==> config.mk <==
export PLATFORM = sky130hd
export DESIGN_NAME = lowspeed_cmd_engine
export DESIGN_NICKNAME = d
export VERILOG_FILES = /design/src/rtl/lowspeed_cmd_engine_pkg.sv /design/src/rtl/lowspeed_edge_counter.sv /design/src/rtl/lowspeed_cmd_engine.sv
export SDC_FILE = /design/constraint.sdc
export NUM_CORES = 1
export LEC_CHECK = 0
export ABC_AREA = 1
export CAP_MARGIN = 30
export CORE_MARGIN = 2
export CORE_UTILIZATION = 60
export DETAILED_ROUTE_END_ITERATION = 12
export PLACE_DENSITY = 0.79
export SLEW_MARGIN = 10
export SYNTH_ARGS = -nofsm -noshare
export SYNTH_HDL_FRONTEND = slang
export SYNTH_SLANG_ARGS = --single-unit
==> constraint.sdc <==
create_clock -name clock -period 12.6 [get_ports clock]
set_clock_uncertainty 0.15 [all_clocks]
set_input_delay 3.78 -clock clock [delete_from_list [all_inputs] [get_ports clock]]
set_output_delay 3.78 -clock clock [all_outputs]
set_load 0.005 [all_outputs]
==> src/rtl/lowspeed_cmd_engine_pkg.sv <==
// Shared definitions for the low-speed command engine:
// opcodes, FSM state encodings and error bit positions.
package lowspeed_cmd_engine_pkg;

    typedef enum logic [4:0] {
        ST_IDLE  = 5'b00001,
        ST_ARGS  = 5'b00010,
        ST_EXEC  = 5'b00100,
        ST_OUT   = 5'b01000,
        ST_PULSE = 5'b10000
    } state_e;

    localparam logic [7:0] OP_NOOP       = 8'h00;
    localparam logic [7:0] OP_ECHO1      = 8'h41;
    localparam logic [7:0] OP_ECHO2      = 8'h81;
    localparam logic [7:0] OP_ECHO3      = 8'hC1;
    localparam logic [7:0] OP_SET_LEDS   = 8'h44;
    localparam logic [7:0] OP_SOFT_RESET = 8'h05;
    localparam logic [7:0] OP_SET_PPU    = 8'h46;
    localparam logic [7:0] OP_STATUS     = 8'h07;
    localparam logic [7:0] OP_CLR_ERR    = 8'h08;
    localparam logic [7:0] OP_READ_EDGE  = 8'h49;
    localparam logic [7:0] OP_PULSE_XIN  = 8'h4A;

    localparam int ERR_BAD_ARG    = 3;
    localparam int ERR_BAD_STATE  = 2;
    localparam int ERR_BAD_OPCODE = 1;

endpackage

==> src/rtl/lowspeed_edge_counter.sv <==
// One edge-counter channel: 2-flop synchroniser, rising-edge
// detect and a saturating counter with synchronous clear.
module lowspeed_edge_counter #(
    parameter int CW = 16
) (
    input  logic          clock,
    input  logic          reset,
    input  logic          edge_i,
    input  logic          clr_i,
    output logic [CW-1:0] cnt_o
);

    logic [2:0]    sync_q;
    logic [CW-1:0] cnt_q;
    logic [CW-1:0] cnt_d;
    logic          rise;

    assign rise  = sync_q[1] & ~sync_q[2];
    assign cnt_o = cnt_q;

    // Next count: clear beats an edge, counting stops at all-ones
    always_comb begin
        cnt_d = cnt_q;
        if (clr_i)
            cnt_d = '0;
        else if (rise && !(&cnt_q))
            cnt_d = cnt_q + CW'(1);
    end

    // Synchroniser, edge history and counter registers
    always_ff @(posedge clock or posedge reset) begin
        if (reset) begin
            sync_q <= '0;
            cnt_q  <= '0;
        end else begin
            sync_q <= {sync_q[1:0], edge_i};
            cnt_q  <= cnt_d;
        end
    end

endmodule

==> src/rtl/lowspeed_cmd_engine.sv <==
// Byte-stream command engine driving the SNES PPU low-speed pins:
// opcode/argument parser, executor, response shifter, XIN pulser.
module lowspeed_cmd_engine
    import lowspeed_cmd_engine_pkg::*;
#(
    parameter int NUM_LEDS    = 4,
    parameter int NUM_EDGE_CH = 4,
    parameter int CNT_BYTES   = 2
) (
    input  logic                   clock,
    input  logic                   reset,
    input  logic [7:0]             read_data_i,
    input  logic                   read_valid_i,
    output logic                   read_ready_o,
    output logic [7:0]             write_data_o,
    output logic                   write_valid_o,
    input  logic                   write_ready_i,
    input  logic [NUM_EDGE_CH-1:0] edge_in,
    output logic                   xin,
    output logic                   ppu1_reset_n,
    output logic                   ppu2_reset_n,
    output logic [NUM_LEDS-1:0]    leds,
    output logic [3:0]             error_o
);

    localparam int CW = 8 * CNT_BYTES;

    state_e                state_q, state_d;
    logic [7:0]            op_q, op_d;
    logic [23:0]           args_q, args_d;
    logic [1:0]            argn_q, argn_d;
    logic [23:0]           out_q, out_d;
    logic [1:0]            outn_q, outn_d;
    logic [8:0]            pcnt_q, pcnt_d;
    logic                  xin_q, xin_d;
    logic [NUM_LEDS-1:0]   leds_q, leds_d;
    logic                  rst1_q, rst1_d;
    logic                  rst2_q, rst2_d;
    logic [3:0]            err_q, err_d;
    logic [3:0]            err_set;
    logic                  err_clr;
    logic                  cnt_clr;
    logic                  rd_fire, wr_fire;
    logic                  ch_ok;
    logic [CW-1:0]         snap;
    logic [NUM_EDGE_CH-1:0][CW-1:0] cnt_all;

    assign read_ready_o  = (state_q == ST_IDLE) || (state_q == ST_ARGS);
    assign write_valid_o = (state_q == ST_OUT);
    assign write_data_o  = out_q[7:0];
    assign rd_fire       = read_valid_i && read_ready_o;
    assign wr_fire       = write_valid_o && write_ready_i;
    assign xin           = xin_q;
    assign ppu1_reset_n  = rst1_q;
    assign ppu2_reset_n  = rst2_q;
    assign leds          = leds_q;
    assign error_o       = err_q;

    for (genvar g = 0; g < NUM_EDGE_CH; g++) begin : g_ch
        lowspeed_edge_counter #(.CW(CW)) u_cnt (
            .clock  (clock),
            .reset  (reset),
            .edge_i (edge_in[g]),
            .clr_i  (cnt_clr),
            .cnt_o  (cnt_all[g])
        );
    end

    // Select the counter named by the argument byte, flag out-of-range
    always_comb begin
        snap  = '0;
        ch_ok = 1'b0;
        for (int i = 0; i < NUM_EDGE_CH; i++) begin
            if (args_q[7:0] == 8'(i)) begin
                snap  = cnt_all[i];
                ch_ok = 1'b1;
            end
        end
    end

    // FSM next state, command execution and register updates
    always_comb begin
        state_d = state_q;
        op_d    = op_q;
        args_d  = args_q;
        argn_d  = argn_q;
        out_d   = out_q;
        outn_d  = outn_q;
        pcnt_d  = pcnt_q;
        xin_d   = xin_q;
        leds_d  = leds_q;
        rst1_d  = rst1_q;
        rst2_d  = rst2_q;
        err_set = 4'h0;
        err_clr = 1'b0;
        cnt_clr = 1'b0;
        case (state_q)
            ST_IDLE: begin
                if (rd_fire) begin
                    op_d    = read_data_i;
                    argn_d  = read_data_i[7:6];
                    state_d = (read_data_i[7:6] == 2'd0) ? ST_EXEC : ST_ARGS;
                end
            end
            ST_ARGS: begin
                if (rd_fire) begin
                    args_d = {args_q[15:0], read_data_i};
                    argn_d = argn_q - 2'd1;
                    if (argn_q == 2'd1)
                        state_d = ST_EXEC;
                end
            end
            ST_EXEC: begin
                state_d = ST_IDLE;
                case (op_q)
                    OP_NOOP: ;
                    OP_ECHO1: begin
                        out_d   = {16'h0, args_q[7:0]};
                        outn_d  = 2'd1;
                        state_d = ST_OUT;
                    end
                    OP_ECHO2: begin
                        out_d   = {8'h0, args_q[7:0], args_q[15:8]};
                        outn_d  = 2'd2;
                        state_d = ST_OUT;
                    end
                    OP_ECHO3: begin
                        out_d   = {args_q[7:0], args_q[15:8], args_q[23:16]};
                        outn_d  = 2'd3;
                        state_d = ST_OUT;
                    end
                    OP_SET_LEDS: leds_d = args_q[NUM_LEDS-1:0];
                    OP_SOFT_RESET: begin
                        leds_d  = '0;
                        rst1_d  = 1'b0;
                        rst2_d  = 1'b0;
                        xin_d   = 1'b0;
                        err_clr = 1'b1;
                        cnt_clr = 1'b1;
                    end
                    OP_SET_PPU: begin
                        rst1_d = args_q[0];
                        rst2_d = args_q[1];
                    end
                    OP_STATUS: begin
                        out_d   = {16'h0, rst2_q, rst1_q, 2'b00, err_q};
                        outn_d  = 2'd1;
                        state_d = ST_OUT;
                    end
                    OP_CLR_ERR: err_clr = 1'b1;
                    OP_READ_EDGE: begin
                        if (ch_ok) begin
                            out_d   = 24'(snap);
                            outn_d  = 2'(CNT_BYTES);
                            state_d = ST_OUT;
                        end else begin
                            err_set[ERR_BAD_ARG] = 1'b1;
                        end
                    end
                    OP_PULSE_XIN: begin
                        pcnt_d  = {args_q[7:0], 1'b1};
                        xin_d   = 1'b1;
                        state_d = ST_PULSE;
                    end
                    default: err_set[ERR_BAD_OPCODE] = 1'b1;
                endcase
            end
            ST_OUT: begin
                if (wr_fire) begin
                    out_d  = out_q >> 8;
                    outn_d = outn_q - 2'd1;
                    if (outn_q == 2'd1)
                        state_d = ST_IDLE;
                end
            end
            ST_PULSE: begin
                if (pcnt_q == 9'd0) begin
                    xin_d   = 1'b0;
                    state_d = ST_IDLE;
                end else begin
                    pcnt_d = pcnt_q - 9'd1;
                    xin_d  = ~pcnt_q[0];
                end
            end
            default: begin
                err_set[ERR_BAD_STATE] = 1'b1;
                state_d = ST_IDLE;
            end
        endcase
        err_d = ((err_clr ? 4'h0 : err_q) | err_set) & 4'b1110;
    end

    // State and control registers
    always_ff @(posedge clock or posedge reset) begin
        if (reset) begin
            state_q <= ST_IDLE;
            op_q    <= 8'h0;
            args_q  <= 24'h0;
            argn_q  <= 2'd0;
            out_q   <= 24'h0;
            outn_q  <= 2'd0;
            pcnt_q  <= 9'd0;
            xin_q   <= 1'b0;
            leds_q  <= '0;
            rst1_q  <= 1'b0;
            rst2_q  <= 1'b0;
            err_q   <= 4'h0;
        end else begin
            state_q <= state_d;
            op_q    <= op_d;
            args_q  <= args_d;
            argn_q  <= argn_d;
            out_q   <= out_d;
            outn_q  <= outn_d;
            pcnt_q  <= pcnt_d;
            xin_q   <= xin_d;
            leds_q  <= leds_d;
            rst1_q  <= rst1_d;
            rst2_q  <= rst2_d;
            err_q   <= err_d;
        end
    end

endmodule

# Word level (Yosys, flattened, before mapping)
# Cells that the tools add are included.
# word_totals
ff_bits,160
in_bits,16
output_inout_bits,21
wordCells,169
# op_classes
addsub,7
eq_ne,32
n_mux,57
bitwise_logic,10
n_reduce_logical,43
# op_table
op,n
two-way mux 16 bit,12
case mux 24 bit (5 select lines),1
"adder 16 x 1 -> 16 bit, second input constant",4
AND reduction 16 bit,4
two-way mux 24 bit,2
case mux 24 bit (2 select lines),1
"equality test 8 x 7 -> 1 bit, second input constant",5
two-way mux 5 bit,6
case mux 5 bit (5 select lines),1
two-way mux 9 bit,2
case mux 9 bit (2 select lines),1
nonzero test 2 bit,9
"equality test 8 x 2 -> 1 bit, second input constant",2
"equality test 8 x 3 -> 1 bit, second input constant",2
"equality test 8 bit, second input constant",2
logical NOT 8 bit,2
two-way mux 1 bit,15
case mux 5 bit (3 select lines),1
OR reduction 11 bit,1
AND reduction 2 bit,5
logical NOT 9 bit,1
"subtractor 9 x 1 -> 9 bit, second input constant",1
"equality test 8 x 1 -> 1 bit, second input constant",1
"equality test 8 x 4 -> 1 bit, second input constant",1
other kinds (33),67

# Depth between registers and ports, before layout
# logic_depth
word_depth,9
depth_mapped,13
mapped_depth_nobuf,11

# Hierarchy
# From an unflattened synthesis, not the netlist that was laid out.
# hier_totals
hier_cells,1436
hier_area_um2,9938.3
# by_module_without_submodules
module,n_inst,cells_each,area_each_um2,seq_area_each_um2
lowspeed_cmd_engine,1,765,5323.9,2103.3
lowspeed_edge_counter at g_ch[0].u_cnt ...,3,168,1156.1,475.5
lowspeed_edge_counter at g_ch[3].u_cnt,1,167,1146.1,475.5

# Worst setup path after synthesis
# Ideal clock, no wire load.
# synth_timing
path_kind,register to output
start,register state_q[1]
end,output write_valid_o
arrival_time_ns,1.088
required_ns,8.670
slack_ns,7.582
path_stages_with_launch,5
path_buffers,1
path_cell_list,dfrtp_1 > nor2_2 > nand3_1 > inv_1 > buf_1
# synth_between
elab_chain_len,1
# synth_rtl
element,line,rtl
from (decl),lowspeed_cmd_engine.sv:28,"state_e state_q, state_d;"
from (signal assigned),lowspeed_cmd_engine.sv:209,state_q <= state_d;
equality test 5 x 4 -> 1 bit,lowspeed_cmd_engine.sv:49,assign write_valid_o = (state_q == ST_OUT);
to (decl),lowspeed_cmd_engine.sv:16,"output logic write_valid_o,"
# Every way passes these cells.

# Worst setup path after layout
# Same ends and word-level chain as after synthesis.

==> metrics.yaml <==
status:
  outcome: "finished, final reports clean"
floorplan:
  start_util_pct: 61.6
  num_rows: 45
  die_x_um: 129
  dieArea_um2: 16600
  core_area_um2: 15200
  die_h_um: 129
  pin_count: 37
routing:
  highest_layer: "met4"
  vias: 8680
  drtPass1Iterations: 5
  ant_nets: 0
  drc_errors: 0
  wl_met3_um: 1630
  wl_per_cell_um: 15.9
  drt_iter0_markers: 826
  dr_wl_met2_um: 11400
  viasPerCell: 5.78
  met1_length_um: 10100
  finalWirelength_um: 24000
clock_network:
  postCtsResizedCells: 0
  numCtsBuffers: 17
  cts.path.max_buffers: 2
  cts_tree: "done"
  htreeDepth: 4
  ctsRootBufferMaster: "clkbuf_16"
  hold_buffers: 0
  cts_sinks: 160
  cts_setup_buffers: 0
  clk_pin_slew_ps: 60
  clkLatencyLatePin_ps: 440
placed_design:
  io_buffer_count: 35
  place_congestion: 0.905
  dp_hpwl_um: 16800
  place_inst: 1471
worst_setup_path:
  critPathKind: "flip-flop to primary output"
  worst-path-stages: 4
  cp-end-kind: "primary output"
  start_kind: "flip-flop"
  cp_top_family: "buffers and inverters"
  worstPathCellList: "nor2_2 > nand3_1 > inv_1 > clkdlybuf4s50_1"
  reg2regPathDepth: 10
  critPathRequiredTime_ps: 8670
  cp_max_fo: 19
  slowest_delay_ps: 610
  critPathBufInv: 2
  cpMaxStageDelayCell: "inv_1"
  arrival_ps: 2750
  r2r_slack_ps: 9330
logic_synthesis:
  synth_seq_cells: 160
  synth_edf_count: 0
  syn_nets: 1316
  synthFlopType: "dfrtp_1"
  postSynthAreaPerCell_um2: 7.24
  synthArstFlopShare_pct: 100
  ys_types: 43
  synthCells: 1292
  ys_seq_area_share_pct: 42.8
  syn-cell-area_um2: 9360
  yosysWarnings: 0
timing:
  rsz0062_at_grt: "false"
  finalCritPeriodShare_pct: 53.0
  relSlewSlack_pct: 51.0
  timing.fmax_mhz: 150
  drv_slew: 0
  worst_slew_pin_slew_ps: 735
  hold_viol_final: 0
  worst_hold_slack_ps: 199
  post-route-min-period_ps: 6680
  finalSetupViolations: 0
  tns_ps: 0
power_and_ir_drop:
  switching_share_pct: 37.2
  p_switching_uw: 698
  p_comb_share_pct: 29.2
  power.internal_mw: 1.18
  p_per_area_nw_per_um2: 181
  p_seq_share_pct: 40.3
  leakagePower_nw: 4.89
  power_mw: 1.88
  vdd_drop_max_uv: 122
  p_clk_share_pct: 30.6
grt:
  gr-usage-all-layers_pct: 30.4
  antenna_found_initial: 0
  grt_max_degree: 81
  overflow: 0
  grt_pass1_wl_um: 39600
  first_global_vias: 8051
cells_and_area:
  final_cells: 1503
  num-nets-final: 1326
  layout_commonest_cell: "nand2_1"
  final_cell_mix: "292 x nand2_1, 162 x inv_1, 159 x dfrtp_1"
  drive_gt1_share_pct: 6.31
  area_delta_synth_final_pct: 11.0
  diodes: 0
run:
  cap_violations: 0
min_path:
  min_path_type: "flip-flop to flip-flop"
  min_path_cells: 0
==> metal layers <==
| metal | vias up | global-route usage (%) |
|---|---|---|
| met5 | - | 0 |
| met4 | 0 | 12.3 |
| met3 | 61 | 6.69 |
| met2 | 314 | 49.0 |
| met1 | 4063 | 40.1 |
| li1 | 4242 | - |
==> worst reg2reg max path, stage by stage (launching register included) <==
cell,delay (ps)
dfrtp_1,400
nor2_1,290
inv_1,70
nor2_1,550
nand2_1,540
inv_2,130
nor2_1,60
nand2_2,120
nand3_4,400
nor2_1,320
a21boi_1,120
==> worst paths after layout <==
check,startpoint,endpoint
setup / recovery,state_q[1],write_valid_o
hold / removal,g_ch[3].u_cnt.sync_q[0],g_ch[3].u_cnt.sync_q[1]
setup reg to reg,op_q[2],out_q[8]
hold reg to reg,g_ch[3].u_cnt.sync_q[0],g_ch[3].u_cnt.sync_q[1]
max in group asynchronous,reset,state_q[0]
min in group asynchronous,reset,g_ch[0].u_cnt.sync_q[1]
==> sequential cells by signal, indices dropped and copies added (netlist names), 2 cells and up <==
name and flops:
error_o 3, outn_q 2, state_q 5, out_q 24
g_ch.u_cnt.cnt_o 64, pcnt_q 9, argn_q 2, g_ch.u_cnt.sync_q 12
leds 4, args_q 24, op_q 8
==> power by group through the flow <==
stage,clock (mW),combinational [mW],sequential (mW)
after floorplan,0,0.425,0.715
after global placement,0,0.515,0.757
after detailed placement,0,0.534,0.759
after CTS,0.578,0.543,0.752
after global routing,0.601,0.625,0.769
final,0.573,0.547,0.755
==> layout make-up <==
type | instances | area [um^2]
fill | 1282 | 4810
multi-input combinational | 907 | 4410
clock buffer | 19 | 443
tap | 188 | 235
timing repair buffer | 43 | 432
clock inverter | 13 | 208
sequential | 160 | 4010
inverter | 173 | 654
==> metrics by stage <==
step           setup slack, ps  area, um^2  util [%]
6_report                  5920       10400      68.3
4_1_cts                   5920       10400      68.3
5_1_grt                   5750       10400      68.3
3_3_place_gp              6060        9690      63.8
3_5_place_dp              6410        9740      64.1
2_1_floorplan             4350        9360         -
==> Yosys cell counts (13+ instances only) <==
cell type | n | area share, %
buf_2 | 21 | 1.1
o211ai_1 | 17 | 1.4
o21ai_1 | 17 | 0.91
nand4_1 | 24 | 1.6
nor2_1 | 129 | 5.2
buf_4 | 13 | 1.0
nand3_1 | 139 | 7.4
o21ai_0 | 105 | 5.6
a21oi_1 | 52 | 2.8
nor3_1 | 34 | 1.8
xor2_1 | 25 | 2.3
inv_1 | 163 | 6.5
nand2_1 | 292 | 12
dfrtp_1 | 159 | 43
==> cell families after synthesis <==
family / share of synthesized area [%]
AO/OA/AOI/OAI: 13.1
XOR/XNOR: 2.34
multiplexers: 0.120
flip-flops: 42.8
buffers and inverters: 10.1
AND/OR/NAND/NOR: 30.5
adder cells (fa/ha/maj): 1.07
other: 0.0401
No activity file was read; power rests on OpenSTA's default activity.
